==> config.mk <==
export PLATFORM = sky130hd
export DESIGN_NAME = object_reader_flat
export DESIGN_NICKNAME = d
export VERILOG_FILES = /design/src/rtl/object_reader_pkg.sv /design/src/rtl/object_reader_if.sv /design/src/rtl/object_reader_divider.sv /design/src/rtl/object_reader.sv /design/src/flat_wrapper.sv
export SDC_FILE = /design/constraint.sdc
export NUM_CORES = 1
export LEC_CHECK = 0
export BUFFER_PORTS_ARGS = -buffer_cell sky130_fd_sc_hd__buf_2
export CORE_MARGIN = 2
export CORE_UTILIZATION = 28
export DETAILED_ROUTE_END_ITERATION = 16
export PLACE_DENSITY = 0.4
export RECOVER_POWER = 50
export SLEW_MARGIN = 20
export SYNTH_ARGS = -nofsm -noshare
export SYNTH_HDL_FRONTEND = slang
export SYNTH_SLANG_ARGS = --single-unit
==> constraint.sdc <==
create_clock -name clk -period 2.9 [get_ports clk]
set_input_delay 0.145 -clock clk [delete_from_list [all_inputs] [get_ports clk]]
set_output_delay 0.145 -clock clk [all_outputs]
set_load 0.1 [all_outputs]
==> src/rtl/object_reader_pkg.sv <==
// object_reader_pkg: shared label/location widths and types for the object reader slice
package object_reader_pkg;
  localparam int LBL_WIDTH = 8;
  localparam int LOC_SIZE  = 16;
  localparam int MAX_LABEL = 1 << LBL_WIDTH;
  typedef logic [LBL_WIDTH-1:0] lbl_t;
  typedef logic [LOC_SIZE-1:0]  loc_t;
endpackage

==> src/rtl/object_reader_if.sv <==
// object_reader_if: valid/ready record stream (id, area, centroid x/y)
// master: drives valid/id/area/cx/cy, samples ready; slave: the reverse
interface object_reader_if;
  import object_reader_pkg::*;
  logic valid;
  logic ready;
  lbl_t id;
  loc_t area;
  loc_t cx;
  loc_t cy;
  modport master (output valid, id, area, cx, cy, input ready);
  modport slave  (input valid, id, area, cx, cy, output ready);
endinterface

==> src/rtl/object_reader_divider.sv <==
// seq_divider: restoring unsigned divider, one quotient bit per cycle, W cycles per divide
// ports: clk, reset_n (sync, active-low), i_start (load operands), i_dividend, i_divisor,
//        o_quotient (valid while o_done is high), o_done (one-cycle completion pulse)
module seq_divider
  import object_reader_pkg::*;
#(
  parameter int W = LOC_SIZE
) (
  input  logic         clk,
  input  logic         reset_n,
  input  logic         i_start,
  input  logic [W-1:0] i_dividend,
  input  logic [W-1:0] i_divisor,
  output logic [W-1:0] o_quotient,
  output logic         o_done
);
  localparam int CW = $clog2(W + 1);
  logic [W-1:0]  r_rem;
  logic [W-1:0]  r_quo;
  logic [W-1:0]  r_dvs;
  logic [CW-1:0] r_cnt;
  logic          r_busy;
  logic          r_done;
  logic [W:0]    w_shift;
  logic          w_ge;
  // partial remainder stays below the divisor, so W bits hold it; the shifted value needs W+1
  assign w_shift    = {r_rem, r_quo[W-1]};
  assign w_ge       = w_shift >= {1'b0, r_dvs};
  assign o_quotient = r_quo;
  assign o_done     = r_done;
  always_ff @(posedge clk) begin
    if (!reset_n) begin
      r_rem  <= '0;
      r_quo  <= '0;
      r_dvs  <= '0;
      r_cnt  <= '0;
      r_busy <= 1'b0;
      r_done <= 1'b0;
    end else begin
      r_done <= 1'b0;
      if (i_start) begin
        r_rem  <= '0;
        r_quo  <= i_dividend;
        r_dvs  <= i_divisor;
        r_cnt  <= CW'(W);
        r_busy <= 1'b1;
      end else if (r_busy) begin
        r_rem <= w_ge ? W'(w_shift - {1'b0, r_dvs}) : w_shift[W-1:0];
        r_quo <= {r_quo[W-2:0], w_ge};
        r_cnt <= r_cnt - CW'(1);
        if (r_cnt == CW'(1)) begin
          r_busy <= 1'b0;
          r_done <= 1'b1;
        end
      end
    end
  end
endmodule

==> src/rtl/object_reader.sv <==
// object_reader: sweeps labeler object tables, emits (id, area, centroid) records
// ports: clk, reset_n (sync, active-low), i_start (sweep request), i_num_labels (next free label),
//        o_obj_id / i_obj_area / i_obj_x / i_obj_y (object table read port, READ_LAT latency),
//        rec_if (record stream master), o_busy, o_done (end-of-sweep pulse), o_obj_count
module object_reader
  import object_reader_pkg::*;
#(
  parameter int MIN_AREA = 1,
  parameter int READ_LAT = 2
) (
  input  logic                   clk,
  input  logic                   reset_n,
  input  logic                   i_start,
  input  lbl_t                   i_num_labels,
  output lbl_t                   o_obj_id,
  input  loc_t                   i_obj_area,
  input  loc_t                   i_obj_x,
  input  loc_t                   i_obj_y,
  object_reader_if.master        rec_if,
  output logic                   o_busy,
  output logic                   o_done,
  output lbl_t                   o_obj_count
);
  localparam logic [2:0] S_IDLE    = 3'd0;
  localparam logic [2:0] S_ISSUE   = 3'd1;
  localparam logic [2:0] S_WAIT    = 3'd2;
  localparam logic [2:0] S_CAPTURE = 3'd3;
  localparam logic [2:0] S_DIV     = 3'd4;
  localparam logic [2:0] S_EMIT    = 3'd5;
  localparam logic [2:0] S_FINISH  = 3'd6;
  localparam int         IW        = LBL_WIDTH + 1;
  localparam loc_t       MIN_A     = loc_t'(MIN_AREA);
  localparam logic [7:0] WAIT_LAST = 8'(READ_LAT - 1);
  logic [2:0]    r_state;
  // one extra bit so the id counter can step past the last label without wrapping
  logic [IW-1:0] r_id;
  lbl_t          r_num;
  lbl_t          r_obj_id;
  lbl_t          r_count;
  logic [7:0]    r_wait;
  loc_t          r_area;
  loc_t          r_x;
  loc_t          r_y;
  loc_t          r_last_area;
  loc_t          r_last_x;
  loc_t          r_last_y;
  loc_t          r_cx;
  logic          r_phase;
  logic          r_valid;
  lbl_t          r_rec_id;
  loc_t          r_rec_area;
  loc_t          r_rec_cx;
  loc_t          r_rec_cy;
  logic          w_skip;
  logic          w_issue_end;
  logic          w_div_start;
  loc_t          w_dividend;
  loc_t          w_divisor;
  loc_t          w_quot;
  logic          w_qdone;
  // equal area/x/y to the previous record means two labels resolved to the same root
  assign w_skip      = (i_obj_area < MIN_A) || (i_obj_area == '0) ||
                       ({i_obj_area, i_obj_x, i_obj_y} == {r_last_area, r_last_x, r_last_y});
  assign w_issue_end = (r_id >= {1'b0, r_num}) || r_id[LBL_WIDTH];
  // x divide starts straight from the read port; y divide starts as the x result lands
  assign w_div_start = (r_state == S_CAPTURE && !w_skip) || (r_state == S_DIV && w_qdone && !r_phase);
  assign w_dividend  = r_state == S_CAPTURE ? i_obj_x : r_y;
  assign w_divisor   = r_state == S_CAPTURE ? i_obj_area : r_area;
  seq_divider #(.W(LOC_SIZE)) u_div (
    .clk        (clk),
    .reset_n    (reset_n),
    .i_start    (w_div_start),
    .i_dividend (w_dividend),
    .i_divisor  (w_divisor),
    .o_quotient (w_quot),
    .o_done     (w_qdone)
  );
  always_ff @(posedge clk) begin
    if (!reset_n) begin
      r_state     <= S_IDLE;
      r_id        <= '0;
      r_num       <= '0;
      r_obj_id    <= '0;
      r_count     <= '0;
      r_wait      <= '0;
      r_area      <= '0;
      r_x         <= '0;
      r_y         <= '0;
      r_last_area <= '0;
      r_last_x    <= '0;
      r_last_y    <= '0;
      r_cx        <= '0;
      r_phase     <= 1'b0;
      r_valid     <= 1'b0;
      r_rec_id    <= '0;
      r_rec_area  <= '0;
      r_rec_cx    <= '0;
      r_rec_cy    <= '0;
    end else begin
      case (r_state)
        S_IDLE: begin
          r_obj_id <= '0;
          if (i_start) begin
            r_id        <= IW'(1);
            r_count     <= '0;
            r_num       <= i_num_labels;
            r_last_area <= '0;
            r_last_x    <= '0;
            r_last_y    <= '0;
            r_state     <= S_ISSUE;
          end
        end
        S_ISSUE: begin
          if (w_issue_end) r_state <= S_FINISH;
          else begin
            r_obj_id <= r_id[LBL_WIDTH-1:0];
            r_wait   <= '0;
            r_state  <= S_WAIT;
          end
        end
        S_WAIT: begin
          r_wait <= r_wait + 8'd1;
          if (r_wait == WAIT_LAST) r_state <= S_CAPTURE;
        end
        S_CAPTURE: begin
          r_area <= i_obj_area;
          r_x    <= i_obj_x;
          r_y    <= i_obj_y;
          if (w_skip) begin
            r_id    <= r_id + IW'(1);
            r_state <= S_ISSUE;
          end else begin
            r_phase <= 1'b0;
            r_state <= S_DIV;
          end
        end
        S_DIV: begin
          if (w_qdone && !r_phase) begin
            r_cx    <= w_quot;
            r_phase <= 1'b1;
          end else if (w_qdone) begin
            r_rec_id   <= r_obj_id;
            r_rec_area <= r_area;
            r_rec_cx   <= r_cx;
            r_rec_cy   <= w_quot;
            r_valid    <= 1'b1;
            r_state    <= S_EMIT;
          end
        end
        S_EMIT: begin
          if (rec_if.ready) begin
            r_valid     <= 1'b0;
            r_count     <= r_count + lbl_t'(1);
            r_id        <= r_id + IW'(1);
            r_last_area <= r_area;
            r_last_x    <= r_x;
            r_last_y    <= r_y;
            r_state     <= S_ISSUE;
          end
        end
        S_FINISH: begin
          r_obj_id <= '0;
          r_state  <= S_IDLE;
        end
        default: r_state <= S_IDLE;
      endcase
    end
  end
  assign rec_if.valid = r_valid;
  assign rec_if.id    = r_rec_id;
  assign rec_if.area  = r_rec_area;
  assign rec_if.cx    = r_rec_cx;
  assign rec_if.cy    = r_rec_cy;
  assign o_obj_id     = r_obj_id;
  assign o_busy       = r_state != S_IDLE;
  assign o_done       = r_state == S_FINISH;
  assign o_obj_count  = r_count;
endmodule

==> src/flat_wrapper.sv <==
// flat-port wrapper written by rule: the top's interface ports become plain ports
module object_reader_flat import object_reader_pkg::*;
#(
  parameter int MIN_AREA = 1,
  parameter int READ_LAT = 2
)
  (clk, reset_n, i_start, i_num_labels, o_obj_id, i_obj_area, i_obj_x, i_obj_y, o_busy, o_done, o_obj_count, rec_if_valid, rec_if_id, rec_if_area, rec_if_cx, rec_if_cy, rec_if_ready);
  object_reader_if rec_if_i ();
  input  logic clk;
  input  logic reset_n;
  input  logic i_start;
  input  lbl_t i_num_labels;
  output lbl_t o_obj_id;
  input  loc_t i_obj_area;
  input  loc_t i_obj_x;
  input  loc_t i_obj_y;
  output logic o_busy;
  output logic o_done;
  output lbl_t o_obj_count;
  output wire logic [$bits(rec_if_i.valid)-1:0] rec_if_valid;
  output wire logic [$bits(rec_if_i.id)-1:0] rec_if_id;
  output wire logic [$bits(rec_if_i.area)-1:0] rec_if_area;
  output wire logic [$bits(rec_if_i.cx)-1:0] rec_if_cx;
  output wire logic [$bits(rec_if_i.cy)-1:0] rec_if_cy;
  input wire logic [$bits(rec_if_i.ready)-1:0] rec_if_ready;
  assign rec_if_valid = rec_if_i.valid;
  assign rec_if_id = rec_if_i.id;
  assign rec_if_area = rec_if_i.area;
  assign rec_if_cx = rec_if_i.cx;
  assign rec_if_cy = rec_if_i.cy;
  assign rec_if_i.ready = rec_if_ready;
  object_reader #(.MIN_AREA(MIN_AREA), .READ_LAT(READ_LAT)) u_core (.clk(clk), .reset_n(reset_n), .i_start(i_start), .i_num_labels(i_num_labels), .o_obj_id(o_obj_id), .i_obj_area(i_obj_area), .i_obj_x(i_obj_x), .i_obj_y(i_obj_y), .rec_if(rec_if_i), .o_busy(o_busy), .o_done(o_done), .o_obj_count(o_obj_count));
endmodule
==> reports/metrics.yaml <==
synthFlopType: "dfxtp_1"
die_h_microns: 207
drive_above_1_share: 0.0988
cts.reportedPaths.clkPinSlew_ns: 0.06
pwr-share-comb: 0.317
fmax_ghz: 0.372
initial_utilization: 0.283
yosysUniqueCellTypes: 66
first_pass_iters: 5
cts_root_buf: "clkbuf_16"
max_stage_delay_ns: 0.67
outcome: "finished, final reports clean"
crit_type: "in -> reg"
nets: 1671
slew_violations: 0
cpLargestDelayFamily: "simple AND/OR/NAND/NOR gates"
core_area_sq_um: 40700
cpMaxStageDelayCell: "nor4_1"
wl_per_cell_microns: 18.2
finalCritPeriodShare: 0.927
drc: 0
grt_start_max_net_pins: 108
drt-initial-drc-count: 508
antenna_left: 0
hold_path.class: "in -> reg"
synthCells: 1416
viasPerCell: 4.88
netlist_area_sq_um: 11500
die-area_sq_um: 42800
seq_area_frac_synth: 0.468
fin_tns_setup_ns: 0
crit_cells: 10
ff2ff_path_depth: 8
grt_pass1_vias: 9877
grt.overflow.total: 0
n_antenna_cell: 0
crit_start: "i_obj_y[11]"
p_total_mw: 12.4
r2r-start: "u_core.r_last_y[11]$_SDFFE_PN0P_"
gp_congestion: 0.796
synthArstFlopShare: 0
port_buffers: 134
tightest_slew_ns: 1.34
ys_warn_count: 0
area_growth_pct: 24.7
die_w_microns: 207
p_sw_mw: 4.29
max_slew_margin: 0.109
cts_resized: 0
crit_chain: "dlygate4sd3_1, buf_2, xnor2_1, nand4_1, nor4_1, a31oi_2, nor3_4, inv_2, or4_1, nand3_1"
min_from: "reset_n"
place_inst: 2019
startpoint_type: "input port"
hold_viol: 0
grt_pass1_wl_microns: 59000
clock_sink_count: 269
clock_skew_ns: 0.0201
clk_latency_ns: 0.54
synth.net_count: 1507
cp.arrival_ns: 3.16
io_pins: 135
dp_hpwl_microns: 26600
cts_tree: "built"
post-cts-setup-buffers: 0
rsz0062_at_grt: "no"
vias: 10392
max_cap_viol_count: 0
postSynthAreaPerCell_sq_um: 8.13
fin_crit_ns: 2.69
synth-seq-cells: 269
rows: 74
route.final.wire_length_microns: 38800
setup_viol: 0
clockBufferDepth: 3
power_frac_clock: 0.346
fin_cells: 2131
power.internal_mw: 8.13
cp_max_fo: 11
p_seq_frac: 0.337
p_sw_frac: 0.345
cp_data_required_time_ns: 3.37
crit_buf_inv: 3
cp-end-kind: "register"
antenna_found_initial: 0
hold-path-cell-count: 2
cts_htree_levels: 2
cts_buffers: 34
synth_edf_count: 0
p_leak_nw: 4.97
powerDensity_nw_per_um2: 864
grt_usage: 0.181
peakVddDrop_mv: 0.368
-- stage by stage --
stage / hold WS (ns) / utilization / area, sq um / setup slack, ns
floorplan: 0.281 / - / 11500 / 0.532
global placement: 0.401 / 0.314 / 12800 / 0.274
detailed placement: 0.401 / 0.314 / 12800 / 0.248
CTS: 0.0367 / 0.356 / 14500 / 0.233
global route: 0.0557 / 0.353 / 14400 / 0.0386
finish: 0.0677 / 0.353 / 14400 / 0.211
-- state kept, by name, summed over array words and instances (netlist names), 5 cells and up --
register and count:
u_core.o_obj_count 8, u_core.o_obj_id 8, u_core.r_area 16, u_core.r_cx 16
u_core.r_id 9, u_core.r_last_area 16, u_core.r_last_x 16, u_core.r_last_y 16
u_core.r_num 8, u_core.r_wait 8, u_core.r_x 16, u_core.r_y 16
u_core.rec_if.area 16, u_core.rec_if.cx 16, u_core.rec_if.cy 16, u_core.rec_if.id 8
u_core.u_div.o_quotient 16, u_core.u_div.r_cnt 5, u_core.u_div.r_dvs 16, u_core.u_div.r_rem 16
-- what timing repair did --
action,in CTS,in global routing
setup endpoints to repair,0,0
hold endpoints to repair,67,0
hold buffers,57,0
-- worst paths after layout --
check	end	slack [ns]
hold reg to reg	u_core.r_last_x[15]$_SDFFE_PN0P_	0.45
setup reg to reg	u_core.u_div.r_rem[1]$_SDFFE_PP0P_	0.21
hold / removal	u_core.r_wait[6]$_SDFFE_PN0P_	0.07
setup / recovery	u_core.u_div.r_rem[1]$_SDFFE_PP0P_	0.21
-- power by group through the flow --
stage | Clock (mW) | Combinational, mW | Sequential (mW)
after global placement | 0 | 3.95 | 4.27
after CTS | 4.43 | 4.00 | 4.20
after global routing | 4.59 | 4.32 | 4.22
final | 4.29 | 3.93 | 4.19
after floorplan | 0 | 2.87 | 4.16
after detailed placement | 0 | 3.92 | 4.27
-- synthesized netlist by cell type (10+ instances only) --
cell | n | share of area
xor2_1 | 18 | 0.014
nor2_1 | 56 | 0.018
nand2_1 | 335 | 0.11
inv_1 | 35 | 0.011
a21oi_1 | 233 | 0.10
a211oi_1 | 20 | 0.013
a311oi_1 | 15 | 0.011
nand4_1 | 25 | 0.014
ha_1 | 30 | 0.033
nor3_1 | 12 | 0.0052
xnor2_1 | 58 | 0.044
and2_1 | 18 | 0.0098
mux2i_1 | 10 | 0.0087
dfxtp_1 | 269 | 0.47
clkbuf_1 | 79 | 0.026
nand3_1 | 65 | 0.028
o21ai_0 | 27 | 0.012
-- kinds of logic (layout without fill, tap and decap cells) --
kind of cell	Yosys count	after routing	synth area share
AO/OA/AOI/OAI	343	343	0.173
XOR/XNOR	76	76	0.0578
adder cells (fa/ha/maj)	31	31	0.0343
buffers and inverters	128	311	0.0429
flip-flops	269	269	0.468
multiplexers	12	12	0.0106
AND/OR/NAND/NOR	557	557	0.214
-- layout by cell type, fill, tap and decap left out, types with 4 or more instances in the layout --
| cell type | count |
|---|---|
| a311oi_1 | 15 |
| clkbuf_8 | 7 |
| xor2_1 | 18 |
| buf_4 | 18 |
| nand4_1 | 25 |
| nor4_1 | 9 |
| a21o_1 | 8 |
| nand2_1 | 334 |
| buf_12 | 4 |
| clkbuf_16 | 37 |
| xnor2_1 | 58 |
| nor2b_1 | 4 |
| mux2i_1 | 10 |
| ha_1 | 30 |
| nand3_1 | 64 |
| or3_1 | 7 |
| clkbuf_1 | 84 |
| and2_1 | 17 |
| nor3_1 | 12 |
| and3_1 | 5 |
| nand2b_1 | 5 |
| a211oi_1 | 20 |
| inv_1 | 35 |
| dlygate4sd3_1 | 57 |
| o21ai_0 | 27 |
| nor2_1 | 55 |
| a21oi_1 | 233 |
| a32o_1 | 8 |
| dfxtp_1 | 269 |
| buf_2 | 60 |
-- cell type report --
cell class	instances	area (sq um)
fillers	4373	26400
flip-flops and latches	269	5390
inverters	37	144
repair buffers	219	1390
multi-input cells	1019	5660
clock buffers	51	1050
clock inverters	4	70.1
well taps	532	666
-- per-layer routing --
layer / up-vias / GRT usage / part of all wire
met1: 4924 / 0.255 / 0.49
met4: 0 / 0.0555 / 0.025
met5: - / 0 / 0
met2: 227 / 0.283 / 0.44
li1: 5188 / - / -
met3: 53 / 0.0327 / 0.046
Power figures use the tool's default switching activity.
